<file path="src/rtl/if_fetch_unit_pkg.sv">
// rtl/if_fetch_unit_pkg.sv - shared fetch-stage state encoding, constants and helpers
package if_fetch_unit_pkg;

  // Fetch FSM: issuing requests, parked with a full buffer+skid, or draining a
  // request that a redirect made stale.
  typedef enum logic [1:0] {
    FETCH_REQ   = 2'd0,
    FETCH_HOLD  = 2'd1,
    FETCH_DRAIN = 2'd2
  } fetch_state_t;

  localparam logic [31:0] NOP_INSTR        = 32'h0000_0000;
  localparam logic [31:0] PC_STEP          = 32'd4;
  localparam logic [31:0] DEFAULT_RESET_PC = 32'h0000_0000;

  // Instruction addresses are word addresses; the low two bits carry no meaning.
  function automatic logic [31:0] word_align(input logic [31:0] addr);
    return addr & 32'hFFFF_FFFC;
  endfunction

  // Sequential successor, wrapping modulo 2^32.
  function automatic logic [31:0] pc_plus_step(input logic [31:0] pc);
    return pc + PC_STEP;
  endfunction

endpackage

</file>
<file path="src/rtl/fetch_skid_buf.sv">
// rtl/fetch_skid_buf.sv - one-entry output buffer plus one-entry skid register
module fetch_skid_buf
  import if_fetch_unit_pkg::*;
(
  input  logic        i_clk,
  input  logic        i_resetn,
  input  logic        i_clear,       // empty the output buffer
  input  logic        i_load,        // buffer <- incoming word
  input  logic        i_promote,     // buffer <- skid word
  input  logic        i_skid_load,   // skid <- incoming word
  input  logic        i_skid_clear,  // discard the skid word
  input  logic [31:0] i_instr,
  input  logic [31:0] i_pc4,
  output logic        o_valid,
  output logic [31:0] o_instr,
  output logic [31:0] o_pc4
);

  logic        r_buf_valid;
  logic [31:0] r_buf_instr;
  logic [31:0] r_buf_pc4;
  logic [31:0] r_skid_instr;
  logic [31:0] r_skid_pc4;

  // Output buffer: clear wins so a redirect can never leave a stale word visible.
  always_ff @(posedge i_clk) begin
    if (!i_resetn) begin
      r_buf_valid <= 1'b0;
      r_buf_instr <= NOP_INSTR;
      r_buf_pc4   <= 32'h0;
    end else if (i_clear) begin
      r_buf_valid <= 1'b0;
    end else if (i_load) begin
      r_buf_valid <= 1'b1;
      r_buf_instr <= i_instr;
      r_buf_pc4   <= i_pc4;
    end else if (i_promote) begin
      r_buf_valid <= 1'b1;
      r_buf_instr <= r_skid_instr;
      r_buf_pc4   <= r_skid_pc4;
    end
  end

  // Skid register: catches the word that completes while the buffer is stalled.
  always_ff @(posedge i_clk) begin
    if (!i_resetn) begin
      r_skid_instr <= NOP_INSTR;
      r_skid_pc4   <= 32'h0;
    end else if (i_skid_clear) begin
      r_skid_instr <= NOP_INSTR;
      r_skid_pc4   <= 32'h0;
    end else if (i_skid_load) begin
      r_skid_instr <= i_instr;
      r_skid_pc4   <= i_pc4;
    end
  end

  assign o_valid = r_buf_valid;
  assign o_instr = r_buf_valid ? r_buf_instr : NOP_INSTR;
  assign o_pc4   = r_buf_valid ? r_buf_pc4 : 32'h0;

endmodule

</file>
<file path="src/rtl/if_fetch_unit.sv">
// rtl/if_fetch_unit.sv - instruction fetch stage: PC, imem handshake, stall and redirect
module if_fetch_unit
  import if_fetch_unit_pkg::*;
#(
  parameter logic [31:0] RESET_PC = DEFAULT_RESET_PC
) (
  input  logic        clk,
  input  logic        reset,
  input  logic        keep,
  input  logic        redirect,
  input  logic [31:0] redirect_pc,
  output logic        imem_req,
  output logic [31:0] imem_addr,
  input  logic        imem_ready,
  input  logic [31:0] imem_rdata,
  output logic [31:0] fetch_instruction,
  output logic [31:0] IF_PCjia4,
  output logic        fetch_valid
);

  localparam logic [31:0] RESET_PC_ALIGNED = word_align(RESET_PC);

  fetch_state_t r_state;
  logic [31:0]  r_pc;
  logic [31:0]  r_pending_pc;

  logic        w_buf_valid;
  logic [31:0] w_buf_instr;
  logic [31:0] w_buf_pc4;
  logic        w_free;
  logic [31:0] w_target;
  logic [31:0] w_pc4;
  logic        w_buf_clear;
  logic        w_buf_load;
  logic        w_buf_promote;
  logic        w_skid_load;
  logic        w_skid_clear;

  // The buffer can take a new word when it is empty or IF/ID consumes it this edge.
  assign w_free   = !w_buf_valid || !keep;
  assign w_target = word_align(redirect_pc);
  assign w_pc4    = pc_plus_step(r_pc);

  // Buffer/skid steering; a redirect flushes both regardless of keep.
  always_comb begin
    w_buf_clear   = 1'b0;
    w_buf_load    = 1'b0;
    w_buf_promote = 1'b0;
    w_skid_load   = 1'b0;
    w_skid_clear  = 1'b0;
    if (redirect) begin
      w_buf_clear  = 1'b1;
      w_skid_clear = 1'b1;
    end else begin
      case (r_state)
        FETCH_REQ: begin
          if (imem_ready && w_free) begin
            w_buf_load = 1'b1;
          end else if (imem_ready) begin
            w_skid_load = 1'b1;
          end else if (w_free) begin
            w_buf_clear = 1'b1;
          end
        end
        FETCH_HOLD: begin
          if (!keep) begin
            w_buf_promote = 1'b1;
          end
        end
        FETCH_DRAIN: begin
          w_buf_clear = 1'b1;
        end
        default: begin
          w_buf_clear = 1'b1;
        end
      endcase
    end
  end

  // Fetch FSM and PC: reset > redirect > normal sequencing.
  always_ff @(posedge clk) begin
    if (!reset) begin
      r_state      <= FETCH_REQ;
      r_pc         <= RESET_PC_ALIGNED;
      r_pending_pc <= RESET_PC_ALIGNED;
    end else if (redirect) begin
      case (r_state)
        FETCH_REQ: begin
          if (imem_ready) begin
            r_pc    <= w_target;
            r_state <= FETCH_REQ;
          end else begin
            // Request already on the bus: keep its address until it completes.
            r_pending_pc <= w_target;
            r_state      <= FETCH_DRAIN;
          end
        end
        FETCH_HOLD: begin
          r_pc    <= w_target;
          r_state <= FETCH_REQ;
        end
        FETCH_DRAIN: begin
          if (imem_ready) begin
            r_pc    <= w_target;
            r_state <= FETCH_REQ;
          end else begin
            r_pending_pc <= w_target;
          end
        end
        default: begin
          r_pc    <= w_target;
          r_state <= FETCH_REQ;
        end
      endcase
    end else begin
      case (r_state)
        FETCH_REQ: begin
          if (imem_ready) begin
            r_pc <= w_pc4;
            if (!w_free) begin
              r_state <= FETCH_HOLD;
            end
          end
        end
        FETCH_HOLD: begin
          if (!keep) begin
            r_state <= FETCH_REQ;
          end
        end
        FETCH_DRAIN: begin
          if (imem_ready) begin
            r_pc    <= r_pending_pc;
            r_state <= FETCH_REQ;
          end
        end
        default: begin
          r_state <= FETCH_REQ;
        end
      endcase
    end
  end

  fetch_skid_buf u_skid_buf (
    .i_clk        (clk),
    .i_resetn     (reset),
    .i_clear      (w_buf_clear),
    .i_load       (w_buf_load),
    .i_promote    (w_buf_promote),
    .i_skid_load  (w_skid_load),
    .i_skid_clear (w_skid_clear),
    .i_instr      (imem_rdata),
    .i_pc4        (w_pc4),
    .o_valid      (w_buf_valid),
    .o_instr      (w_buf_instr),
    .o_pc4        (w_buf_pc4)
  );

  // Reset also resets imem, so the request is simply dropped while reset is low.
  assign imem_req          = reset && (r_state != FETCH_HOLD);
  assign imem_addr         = r_pc;
  assign fetch_valid       = reset && w_buf_valid;
  assign fetch_instruction = fetch_valid ? w_buf_instr : NOP_INSTR;
  assign IF_PCjia4         = fetch_valid ? w_buf_pc4 : 32'h0;

endmodule

</file>
<file path="config.mk">
export PLATFORM = sky130hd
export DESIGN_NAME = if_fetch_unit
export DESIGN_NICKNAME = d
export VERILOG_FILES = /design/src/rtl/if_fetch_unit_pkg.sv /design/src/rtl/fetch_skid_buf.sv /design/src/rtl/if_fetch_unit.sv
export SDC_FILE = /design/constraint.sdc
export NUM_CORES = 1
export LEC_CHECK = 0
export BUFFER_PORTS_ARGS = -buffer_cell sky130_fd_sc_hd__buf_4
export CELL_PAD_IN_SITES_DETAIL_PLACEMENT = 1
export CELL_PAD_IN_SITES_GLOBAL_PLACEMENT = 2
export CORE_UTILIZATION = 34
export DETAILED_ROUTE_END_ITERATION = 12
export HOLD_SLACK_MARGIN = 0.08
export PLACE_DENSITY_LB_ADDON = 0.1
export RECOVER_POWER = 25
export SLEW_MARGIN = 20
export SYNTH_ARGS = -nofsm -noshare
export SYNTH_HDL_FRONTEND = slang
export SYNTH_SLANG_ARGS = --single-unit
</file>
<file path="constraint.sdc">
create_clock -name clk -period 4 [get_ports clk]
set_input_delay 0.6 -clock clk [delete_from_list [all_inputs] [get_ports clk]]
set_output_delay 0.6 -clock clk [all_outputs]
set_load 0.02 [all_outputs]
</file>
==> impl_metrics.json <==
{
  "max-cap-violations": 0,
  "synth_seq_cells": 187,
  "final_util": 0.417,
  "die_x_um": 168,
  "crit_fanout": 23,
  "wl_per_cell_um": 19.8,
  "ant_nets": 0,
  "p_sw_uw": 1300,
  "fp.coreArea_mm2": 0.0270,
  "io_pins": 167,
  "synth_edf_count": 0,
  "ys_warn_count": 0,
  "crit_path_top_delay_cell": "nor3_1",
  "cts.sinks": 187,
  "nFillCells": 3324,
  "setup-tns-final_ns": 0,
  "dp_hpwl_mm": 22.1,
  "cts_setup_buffers": 0,
  "relSlewSlack": 0.214,
  "power.share.sequential": 0.472,
  "synth_cell_type_count": 74,
  "clock.fmax_mhz": 321,
  "worst_pin_slew_ns": 1.18,
  "synthCells": 1268,
  "clock_latency_ns": 0.44,
  "cts_made_buffers": 17,
  "topRoutingLayerUsed": "met4",
  "cts.repair.resized": 0,
  "routed_wirelength_mm": 33.7,
  "wl_met2_mm": 15.0,
  "start_kind": "input pin",
  "end_kind": "flop",
  "grt_pass1_vias": 9053,
  "synth_ff_type": "dfxtp_1",
  "p_int_uw": 2970,
  "drtIter0Drc": 512,
  "layout_commonest_cell": "nand2_1",
  "clkPwrFrac": 0.413,
  "final.setup_skew_ns": 0.0162,
  "via_per_inst": 5.52,
  "nets": 1421,
  "rsz0062_at_grt": "no",
  "worstSetupPathType": "in2reg",
  "period_share": 0.779,
  "slowest_delay_ns": 0.84,
  "clock_path_buffers": 2,
  "cts_root_buf": "clkbuf_16",
  "cellLeakagePower_uw": 0.00433,
  "crit_chain": "clkbuf_1, clkinv_1, nor3_1, buf_4, nand2_1, a21oi_1",
  "grt_overflow": 0,
  "p_sw_frac": 0.304,
  "totalPowerFinal_uw": 4270,
  "hold_buffers": 0,
  "cts.htree.levels": 4,
  "outcome": "finished, final reports clean",
  "placementRows": 60,
  "clkSlewWorstSetupHoldPaths_ns": 0.09,
  "critPathTopFamily": "buffers and inverters",
  "antenna_found_initial": 0,
  "layout_common_cells": "nand2_1, a21oi_1, dfxtp_1",
  "start_util": 0.346,
  "finalSetupViolCount": 0,
  "fin_crit_ns": 3.12,
  "grt_start_max_net_pins": 72,
  "drc": 0,
  "drive_gt1_frac": 0.161,
  "drv_slew": 0,
  "seqCellArea_mm2": 0.00374,
  "arrival_ns": 3.47,
  "die_h_um": 168,
  "wl_met3_mm": 1.40,
  "area_delta_synth_final_pct": 20.4,
  "p_per_area_mw_per_mm2": 380,
  "wl_met1_mm": 17.1,
  "dieArea_mm2": 0.0281,
  "gp_congestion": 0.773,
  "grt.total_usage": 0.243,
  "synth-seq-area-share": 0.402,
  "path_buf_inv": 3,
  "first_pass_iters": 5,
  "p_comb_frac": 0.116,
  "grt_pass1_wl_mm": 53.4,
  "multiInputGateArea_mm2": 0.00506,
  "async_reset_ff_frac": 0,
  "min_path_type": "in2reg",
  "timing.final.hold_violations": 0,
  "ir_drop_v": 0.000303,
  "num_vias": 9410,
  "cts_tree": "yes",
  "antenna_cells": 0,
  "avgSynthCellArea_um2": 7.35,
  "syn_area_mm2": 0.00932,
  "port-buffer-count": 160,
  "worstPathRequired_ns": 4.36
}
==> synthesized netlist by cell type, types with 3 or more instances <==
cell type | number | share of area
nand3_1 | 23 | 0.012
nor2_1 | 81 | 0.033
nor3_1 | 17 | 0.0091
dfxtp_1 | 187 | 0.40
nor2b_1 | 3 | 0.0020
o211ai_1 | 11 | 0.0089
inv_1 | 8 | 0.0032
a31oi_1 | 11 | 0.0074
mux2i_1 | 7 | 0.0075
o311ai_0 | 3 | 0.0028
buf_1 | 10 | 0.0040
xor2_1 | 14 | 0.013
or4_1 | 3 | 0.0024
nor4_1 | 10 | 0.0067
nor4_2 | 4 | 0.0054
o32a_1 | 3 | 0.0032
a311oi_1 | 4 | 0.0038
buf_2 | 11 | 0.0059
nand4_1 | 14 | 0.0094
buf_4 | 6 | 0.0048
a22oi_1 | 5 | 0.0040
o22ai_1 | 14 | 0.0094
or3_1 | 9 | 0.0060
or4_4 | 4 | 0.0048
o21ai_0 | 56 | 0.030
clkbuf_1 | 97 | 0.039
nand2_1 | 280 | 0.11
a21oi_1 | 196 | 0.11
o41ai_1 | 4 | 0.0038
and3_1 | 88 | 0.059
a221oi_1 | 6 | 0.0056
and2_1 | 3 | 0.0020
nand2b_1 | 4 | 0.0027
xnor2_1 | 9 | 0.0085
a211oi_1 | 14 | 0.011
==> cell families (layout without fill, tap and decap cells) <==
| group | after synthesis | after routing | share of synthesized area |
|---|---|---|---|
| simple gates | 563 | 563 | 0.287 |
| compound gates | 349 | 349 | 0.219 |
| flops | 187 | 187 | 0.402 |
| buf+inv | 136 | 229 | 0.0603 |
| xor+xnor | 23 | 23 | 0.0216 |
| mux | 8 | 8 | 0.00872 |
| fa+ha+maj | 1 | 1 | 0.00134 |
| other cells | 1 | 4 | 0.000402 |
==> routing by layer <==
| metal | global-route usage | up-vias |
|---|---|---|
| met5 | 0 | - |
| met4 | 0.0399 | 0 |
| met3 | 0.0357 | 21 |
| met2 | 0.379 | 223 |
| met1 | 0.356 | 4566 |
| li1 | - | 4600 |
==> power groups by stage <==
stage | logic (uW) | registers [uW] | clock network [uW]
after floorplan | 295 | 2030 | 0
after global placement | 504 | 2050 | 0
after detailed placement | 511 | 2050 | 0
after CTS | 513 | 2010 | 1800
after global routing | 543 | 2020 | 1870
final | 493 | 2010 | 1760
==> final cells by class <==
type / count / area share
clock buffer: 18 / 0.0391
clock inverter: 14 / 0.0145
inverter: 10 / 0.00345
multi-input combinational: 948 / 0.451
sequential: 187 / 0.333
tap: 341 / 0.0380
timing repair buffer: 187 / 0.121
==> sequential cells by signal, summed over array words and instances (netlist names) <==
signal                   count
u_skid_buf.r_buf_instr      32
u_skid_buf.r_skid_instr     32
imem_addr                   30
r_pending_pc                30
u_skid_buf.r_buf_pc4        30
u_skid_buf.r_skid_pc4       30
r_state                      2
u_skid_buf.o_valid           1
==> worst paths after layout <==
path	from	end	slack (ns)	cells after the start
setup / recovery	redirect	r_pending_pc[7]	0.88	6
hold / removal	imem_rdata[25]	u_skid_buf.r_buf_instr[25]	0.39	3
setup reg to reg	imem_addr[2]	imem_addr[31]	0.97	6
hold reg to reg	r_pending_pc[15]	r_pending_pc[15]	0.45	2
==> tightest hold or removal path, cell delays in order <==
cell     delay (ns)
buf_4          0.08
a21oi_1        0.05
nor2_1         0.07
==> per-stage QoR <==
step	cell area [um2]	hold slack, ns	cells	worst slack (ns)
2_1_floorplan	9340	0.432	1271	1.57
6_report	11200	0.394	1705	0.885
3_5_place_dp	10800	0.444	1673	1.20
4_1_cts	11400	0.381	1705	1.18
5_1_grt	11200	0.378	1705	0.564
3_3_place_gp	10700	0.438	1673	1.25
Note: power is estimated with default switching activity, not from simulation.
